==> src/rtl/branch_resolve_pkg.sv <==
// Shared pipeline definitions: branch opcodes, resolver FSM states, counter width.
package branch_resolve_pkg;

    localparam int unsigned CNT_W = 32;

    typedef enum logic [1:0] {
        OP_NONE = 2'b00,
        OP_BEQ  = 2'b01,
        OP_BNE  = 2'b10,
        OP_JR   = 2'b11
    } op_e;

    typedef enum logic {
        RUN  = 1'b0,
        PEND = 1'b1
    } state_e;

endpackage

==> src/rtl/branch_target.sv <==
// Combinational branch outcome and target for beq/bne/jr.
module branch_target
    import branch_resolve_pkg::*;
(
    input  logic [1:0]  op,
    input  logic [31:0] rs_data,
    input  logic [31:0] rt_data,
    input  logic [31:0] pc4,
    input  logic [15:0] imm,
    output logic        taken,
    output logic [31:0] target
);

    logic [31:0] imm_words;

    // Resolve taken/target; PC-relative targets wrap silently mod 2^32.
    always_comb begin
        imm_words = {{14{imm[15]}}, imm, 2'b00};
        taken     = 1'b0;
        target    = '0;
        case (op_e'(op))
            OP_BEQ: begin
                taken  = (rs_data == rt_data);
                target = pc4 + imm_words;
            end
            OP_BNE: begin
                taken  = (rs_data != rt_data);
                target = pc4 + imm_words;
            end
            OP_JR: begin
                taken  = 1'b1;
                target = rs_data;
            end
            default: begin
                taken  = 1'b0;
                target = '0;
            end
        endcase
    end

endmodule

==> src/rtl/branch_resolve.sv <==
// ID-stage branch resolution: load-use stall, redirect handshake, perf counters.
module branch_resolve
    import branch_resolve_pkg::*;
(
    input  logic             clk,
    input  logic             rst,
    input  logic             id_valid,
    input  logic [1:0]       id_op,
    input  logic [4:0]       rs_addr,
    input  logic [4:0]       rt_addr,
    input  logic [31:0]      rs_data,
    input  logic [31:0]      rt_data,
    input  logic [31:0]      id_pc4,
    input  logic [15:0]      id_imm,
    input  logic             ex_mem_read,
    input  logic             ex_reg_write,
    input  logic [4:0]       ex_wr_addr,
    input  logic             redirect_ready,
    output logic             id_stall,
    output logic             ex_bubble,
    output logic             redirect_valid,
    output logic [31:0]      redirect_pc,
    output logic             flush_ifid,
    output logic [CNT_W-1:0] br_count,
    output logic [CNT_W-1:0] taken_count,
    output logic [CNT_W-1:0] stall_count
);

    state_e      state_q, state_d;
    logic        is_branch;
    logic        hazard;
    logic        decide;
    logic        taken;
    logic [31:0] target;

    branch_target u_target (
        .op      (id_op),
        .rs_data (rs_data),
        .rt_data (rt_data),
        .pc4     (id_pc4),
        .imm     (id_imm),
        .taken   (taken),
        .target  (target)
    );

    // Load-use hazard: a load in EX writing a register this branch reads (jr ignores rt).
    always_comb begin
        is_branch = id_valid && (op_e'(id_op) != OP_NONE);
        hazard    = is_branch && ex_mem_read && ex_reg_write && (ex_wr_addr != 5'd0) &&
                    ((ex_wr_addr == rs_addr) ||
                     ((op_e'(id_op) != OP_JR) && (ex_wr_addr == rt_addr)));
        decide    = (state_q == RUN) && is_branch && !hazard;
    end

    // State register.
    always_ff @(posedge clk) begin
        if (rst) state_q <= RUN;
        else     state_q <= state_d;
    end

    // Next state: enter PEND on a taken decision, leave when fetch accepts.
    always_comb begin
        state_d = state_q;
        case (state_q)
            RUN:     if (decide && taken) state_d = PEND;
            PEND:    if (redirect_ready)  state_d = RUN;
            default: state_d = RUN;
        endcase
    end

    // Outputs: stall on hazard in RUN, hold the wrong-path slot while PEND; reset suppresses the flush.
    always_comb begin
        id_stall       = 1'b0;
        ex_bubble      = 1'b0;
        flush_ifid     = 1'b0;
        redirect_valid = 1'b0;
        case (state_q)
            RUN: begin
                id_stall  = hazard;
                ex_bubble = hazard;
            end
            PEND: begin
                id_stall       = 1'b1;
                ex_bubble      = 1'b1;
                redirect_valid = 1'b1;
                flush_ifid     = redirect_ready && !rst;
            end
            default: ;
        endcase
    end

    // Redirect target capture and performance counters (only advance in RUN).
    always_ff @(posedge clk) begin
        if (rst) begin
            redirect_pc <= '0;
            br_count    <= '0;
            taken_count <= '0;
            stall_count <= '0;
        end else if (state_q == RUN) begin
            if (hazard) stall_count <= stall_count + 1'b1;
            if (decide) begin
                br_count <= br_count + 1'b1;
                if (taken) begin
                    taken_count <= taken_count + 1'b1;
                    redirect_pc <= target;
                end
            end
        end
    end

endmodule

==> config.mk <==
export PLATFORM = sky130hd
export DESIGN_NAME = branch_resolve
export DESIGN_NICKNAME = d
export VERILOG_FILES = /design/src/rtl/branch_resolve_pkg.sv /design/src/rtl/branch_target.sv /design/src/rtl/branch_resolve.sv
export SDC_FILE = /design/constraint.sdc
export NUM_CORES = 1
export LEC_CHECK = 0
export ABC_CLOCK_PERIOD_IN_PS = 3200
export CORE_ASPECT_RATIO = 1.25
export CORE_MARGIN = 5
export CORE_UTILIZATION = 30
export CTS_BUF_LIST = sky130_fd_sc_hd__clkbuf_4
export DETAILED_ROUTE_END_ITERATION = 10
export PLACE_DENSITY = 0.65
export SLEW_MARGIN = 40
export SYNTH_ARGS = -nofsm -noshare
export SYNTH_HDL_FRONTEND = slang
export SYNTH_HIERARCHICAL = 1
export SYNTH_SLANG_ARGS = --single-unit
==> constraint.sdc <==
create_clock -name clk -period 3.2 [get_ports clk]
set_input_delay 0.64 -clock clk [delete_from_list [all_inputs] [get_ports clk]]
set_output_delay 0.64 -clock clk [all_outputs]
set_load 0.01 [all_outputs]
== Word-level counts from Yosys, hierarchy flattened ==
Cells that the tools add are included.

* Memory bits (read-only): 0
* Word-level logic and storage cells: 45
* Register bits: 129
* Memories kept: 0
* Input port bits: 135
* Output and inout port bits: 132
* Latch bits: 0
* Memory bits (writable): 0

* Bitwise logic cells: 1
* Multipliers: 0
* Mux-type cells: 8
* Add/subtract/negate cells: 4
* Equality and inequality tests: 8
* Magnitude comparators: 0
* Shifts and indexed selects: 0
* Reduce and logical (&&, ||, !) cells: 19
* Div/mod/pow operators: 0

{| class="wikitable"
|+ Operators by type and width
! operator !! number
|-
| $add 32x1->32 const B || 3
|-
| $pmux 32 s2 || 1
|-
| $add 32x32->32 || 1
|-
| $eq 32x32->1 || 1
|-
| $ne 32x32->1 || 1
|-
| $eq 5x5->1 || 2
|-
| $logic_and 1x1->1 || 10
|-
| $reduce_bool 5->1 || 1
|-
| $eq 2x2->1 const B || 2
|-
| $mux 1 || 4
|-
| $pmux 1 s2 || 2
|-
| $reduce_and 2->1 || 2
|-
| $pmux 1 s3 || 1
|-
| $reduce_and 3->1 || 1
|-
| $eq 2x1->1 const B || 1
|-
| $logic_not 1->1 || 2
|-
| $ne 2x2->1 const B || 1
|-
| $reduce_bool 2->1 || 1
|-
| $reduce_or 2->1 || 1
|-
| $logic_or 1x1->1 || 1
|-
| $not 1->1 || 1
|}

== Depth between registers and ports, before layout ==
* Word-level depth: 11
* Mapped depth: 13

== Cells and area by module ==
The synthesis kept the hierarchy.

{| class="wikitable"
|+ Modules (own cells, without submodules)
! module !! area an instance (um2) !! sequential area each (um2) !! cells an instance !! times used
|-
| branch_resolve || 6327.3 || 2582.5 || 698 || 1
|-
| branch_target || 2333.5 || 0.0 || 302 || 1
|}

== Least setup slack after synthesis ==
OpenSTA, ideal clock, no wires.

* Path type: input-to-reg
* From: in rt_data[11]
* To: reg taken_count[4]
* Arrival time: 2.842 ns
* Setup slack: 0.235 ns
* Cell stages on the path: 11
* Data required time: 3.077 ns
* Buffers on the path: 2
* Setup time: 0.123 ns
* Cells stage by stage: xor2_1 -> nor4_1 -> nand4_1 -> o31ai_1 -> nor2b_1 -> nand2b_1 -> clkbuf_1 -> a21oi_1 -> buf_2 -> and4_1 -> mux2_1

* Word-level cells in the longest chain between the ends: 3
* Elaborated cells between the ends (all ways): 4

{| class="wikitable"
|+ RTL lines
! item !! line !! source
|-
| from (decl) || branch_resolve.sv:12 || <nowiki>input logic [31:0] rt_data,</nowiki>
|-
| $ne 32x32->1 or $eq 32x32->1 (tied branches) || branch_target.sv:27, branch_target.sv:23 ||
|-
| $pmux 1 s3 * || branch_target.sv:21 || <nowiki>case (op_e'(op))</nowiki>
|-
| net taken || branch_resolve.sv:33 || <nowiki>logic taken;</nowiki>
|-
| $reduce_and 3->1 (no source line) * || -- ||
|-
| to (signal assigned) || branch_resolve.sv:104 || <nowiki>taken_count <= taken_count + 1'b1;</nowiki>
|-
| to (decl) || branch_resolve.sv:25 || <nowiki>output logic [CNT_W-1:0] taken_count,</nowiki>
|}

Mark *: on every way through the listed nets, which the timed path passes. The rest lies on a longest branch.
A chain may end at the register's enable or synchronous reset.

== Final worst setup path ==
* From: in ex_wr_addr[2]
* To: out id_stall

* Word-level cells in the longest chain between the ends: 5
* Elaborated cells between the ends (all ways): 8

{| class="wikitable"
|+ RTL lines
! item !! line !! source
|-
| from (decl) || branch_resolve.sv:17 || <nowiki>input logic [4:0] ex_wr_addr,</nowiki>
|-
| $eq 5x5->1 || branch_resolve.sv:51 || <nowiki>((op_e'(id_op) != OP_JR) && (ex_wr_addr == rt_addr)));</nowiki>
|-
| $logic_and 1x1->1 || branch_resolve.sv:51 ||
|-
| $logic_or 1x1->1 || branch_resolve.sv:50 || <nowiki>((ex_wr_addr == rs_addr) ||</nowiki>
|-
| $logic_and 1x1->1 * || branch_resolve.sv:49 || <nowiki>hazard = is_branch && ex_mem_read && ex_reg_write && (ex_wr_addr != 5'd0) &&</nowiki>
|-
| $pmux 1 s2 * || branch_resolve.sv:77 || <nowiki>case (state_q)</nowiki>
|-
| to (decl) || branch_resolve.sv:19 || <nowiki>output logic id_stall,</nowiki>
|}

Mark *: on every way between the ends. The rest lies on a longest branch, timed or not.

==> results.json <==
{
  "port_buffers": 266,
  "drc": 0,
  "grt_antenna_before_repair": 2,
  "ys_seq_area_share_pct": 29.82,
  "finalCoreUtilization_pct": 45.20,
  "syn_to_final_growth_pct": 48.67,
  "cts_made_buffers": 17,
  "cp_slowest_stage_delay_ps": 560,
  "dieWidth_um": 162.0,
  "cts-root-buf": "clkbuf_4",
  "worstMarginPinSlew_ps": 708.0,
  "ys_ff_latch": 129,
  "maxSlewViolCount": 0,
  "grt_pass1_vias": 8891,
  "syn_area_um2": 8661,
  "hold_depth": 2,
  "setup_viol": 0,
  "detail-route-antenna-nets": 0,
  "relSlewSlack_pct": 52.37,
  "leakage_nw": 4.579,
  "grt_pass1_wl_um": 47510,
  "num_rows": 69,
  "die_area_um2": 32390,
  "period_minus_slack_ps": 3104,
  "path_clk_slew_ps": 100,
  "drive_gt1_share_pct": 16.57,
  "maxCapViolCount": 0,
  "ctsHoldBuffers": 0,
  "core_area_um2": 28490,
  "synth_edf_count": 0,
  "clock.fmax_ghz": 0.3222,
  "finalCritPeriodShare_pct": 97.00,
  "cp_top_family": "buffers and inverters",
  "critPathRequiredTime_ps": 2560,
  "io_pins": 267,
  "crit_arrival_ps": 2460,
  "worst_slack_ps": 96.11,
  "via_per_inst": 5.154,
  "grt.overflow.total": 0,
  "path_class": "input pin to output port",
  "dp_slack_ps": -676.4,
  "initial_core_util_pct": 30.40,
  "drtPass1Iterations": 6,
  "final_common_cell": "clkdlybuf4s50_1",
  "synthFlopType": "dfxtp_1",
  "critPathSlowestCell": "or4_4",
  "post-dp-hpwl_um": 23830,
  "synth_warnings": 6,
  "wirelength_um": 30330,
  "ff2ff_path_depth": 6,
  "die_h_um": 200.0,
  "num_vias": 8901,
  "clk-insertion-delay-late_ps": 570,
  "power_w": 0.004137,
  "drtIter0Drc": 478,
  "status": "complete, no violations",
  "wl_per_cell_um": 17.56,
  "fillCellCount": 2821,
  "gp_congestion": 0.8855,
  "cp_num_cells": 6,
  "hold_viol": 0,
  "synthesis.nets": 1170,
  "synth_cell_types": 79,
  "crit_fanout": 3,
  "hp-class": "register to register",
  "final_cell_mix": "clkdlybuf4s50_1 (262), nor2_1 (144), dfxtp_1 (129)",
  "clock-sinks": 129,
  "grt_max_degree": 134,
  "crit_chain": "clkdlybuf4s50_1, or4_4, o211a_2, nand2_2, o21bai_4, dlygate4sd2_1",
  "htree_levels": 4,
  "crit_buf_inv": 2,
  "clk_path_buf_depth": 2,
  "powerDensity_nw_per_um2": 321.3,
  "synth_cells": 1000,
  "fin_skew_ps": 32.69,
  "finalNetCount": 1527,
  "avgSynthCellArea_um2": 8.661,
  "grt_usage_pct": 18.26,
  "ir_drop_uv": 166.2,
  "worst_setup_path_end_kind": "output port",
  "cp-start-kind": "input pin",
  "cts_tree": "yes",
  "async_flop_share_pct": 0
}
==> metrics by stage <==
step / hold WS [ps] / TNS, ps / instances / instance area (µm²)
6_report: 501.8 / 0 / 1727 / 12880
3_5_place_dp: 479.6 / -36690 / 1693 / 12460
3_3_place_gp: 471.8 / -39420 / 1693 / 12460
2_1_floorplan: 505.1 / 0 / 1000 / 8661
5_1_grt: 541.8 / -8.446 / 1726 / 12870
4_1_cts: 505.0 / 0 / 1725 / 12820
==> path summary, 6_finish.rpt <==
kind,from,end,slack (ps)
hold / removal,redirect_pc[11],redirect_pc[11],500
setup reg to reg,taken_count[10],taken_count[25],630
hold reg to reg,redirect_pc[11],redirect_pc[11],500
setup / recovery,ex_wr_addr[2],id_stall,100
==> kinds of logic after synthesis <==
| kind of cell | share of synthesized area (%) |
|---|---|
| flip-flops | 29.82 |
| adder cells (fa/ha/maj) | 5.143 |
| AO/OA/AOI/OAI | 20.36 |
| AND/OR/NAND/NOR | 21.55 |
| multiplexers | 4.435 |
| buffers and inverters | 4.536 |
| XOR/XNOR | 14.16 |
==> report_power, final <==
part / leakage [nW] / internal [W] / switching (W)
clock network: 0.185 / 0.000707 / 0.000671
logic: 3.35 / 0.000575 / 0.000538
registers: 1.04 / 0.00163 / 0.0000186
total: 4.58 / 0.00291 / 0.00123
==> synth_stat cells (3+ instances only) <==
cell type	count	area (µm²)
a2111oi_2	27	405.4
a211oi_1	19	142.6
a211oi_2	3	37.54
a21o_1	11	82.58
a21oi_1	47	235.2
a22o_1	17	148.9
a22oi_1	11	82.58
a31oi_1	3	18.77
and2_1	6	37.54
and3_1	3	18.77
and3_2	4	30.03
and4_1	13	113.9
buf_1	3	11.26
buf_2	7	35.03
buf_4	7	52.55
buf_6	4	45.04
clkbuf_1	28	105.1
clkbuf_8	5	68.82
dfxtp_1	129	2582
ha_1	34	425.4
inv_1	20	75.07
mux2_1	3	33.78
mux2i_1	35	350.3
nand2_1	55	206.5
nand2b_1	5	31.28
nand3_1	33	165.2
nand4_1	36	225.2
nand4b_1	3	26.28
nor2_1	144	540.5
nor2b_1	9	56.30
nor3_1	8	40.04
nor4_1	12	75.07
o2111ai_1	3	26.28
o211ai_1	3	22.52
o21a_1	4	30.03
o21ai_0	24	120.1
o21ai_1	8	40.04
o31ai_1	5	37.54
or2_2	3	18.77
or3_1	13	81.33
or4_1	4	30.03
xnor2_1	81	709.4
xor2_1	59	516.8
==> state kept, by name, indices dropped and copies added, names as in the netlist <==
register     count
br_count        32
redirect_pc     32
stall_count     32
taken_count     32
state_q          1
==> final cells by class <==
| cell class | count | area (µm²) | area share [%] |
|---|---|---|---|
| Antenna cell | 2 | 5.005 | 0.03887 |
| Clock buffer | 18 | 135.1 | 1.049 |
| Clock inverter | 14 | 212.7 | 1.652 |
| Inverter | 20 | 75.07 | 0.5830 |
| Multi-Input combinational cell | 797 | 5778 | 44.87 |
| Sequential cell | 129 | 2582 | 20.06 |
| Tap cell | 355 | 444.2 | 3.450 |
| Timing Repair Buffer | 392 | 3643 | 28.30 |
==> timing repair <==
| action | in CTS | in global routing |
|---|---|---|
| pin swaps | 0 | 2 |
| buffers inserted | 0 | 0 |
| hold endpoints to repair | 0 | 0 |
| setup endpoints to repair | 3 | 24 |
| gates resized for setup | 6 | 7 |
==> layer usage <==
metal	track usage, %	wire [µm]	vias to the layer above
met5	0	13	-
met4	6.393	822	2
met3	4.662	1939	45
met2	33.00	15420	272
met1	20.98	12130	4212
li1	-	-	4370
==> worst min-delay path: cells and delay by family (launching register included) <==
| kind | cells | cell delay (ps) |
|---|---|---|
| mux | 1 | 60 |
| simple gates | 1 | 70 |
| flops | 1 | 340 |
Power figures use the tool's default switching activity.
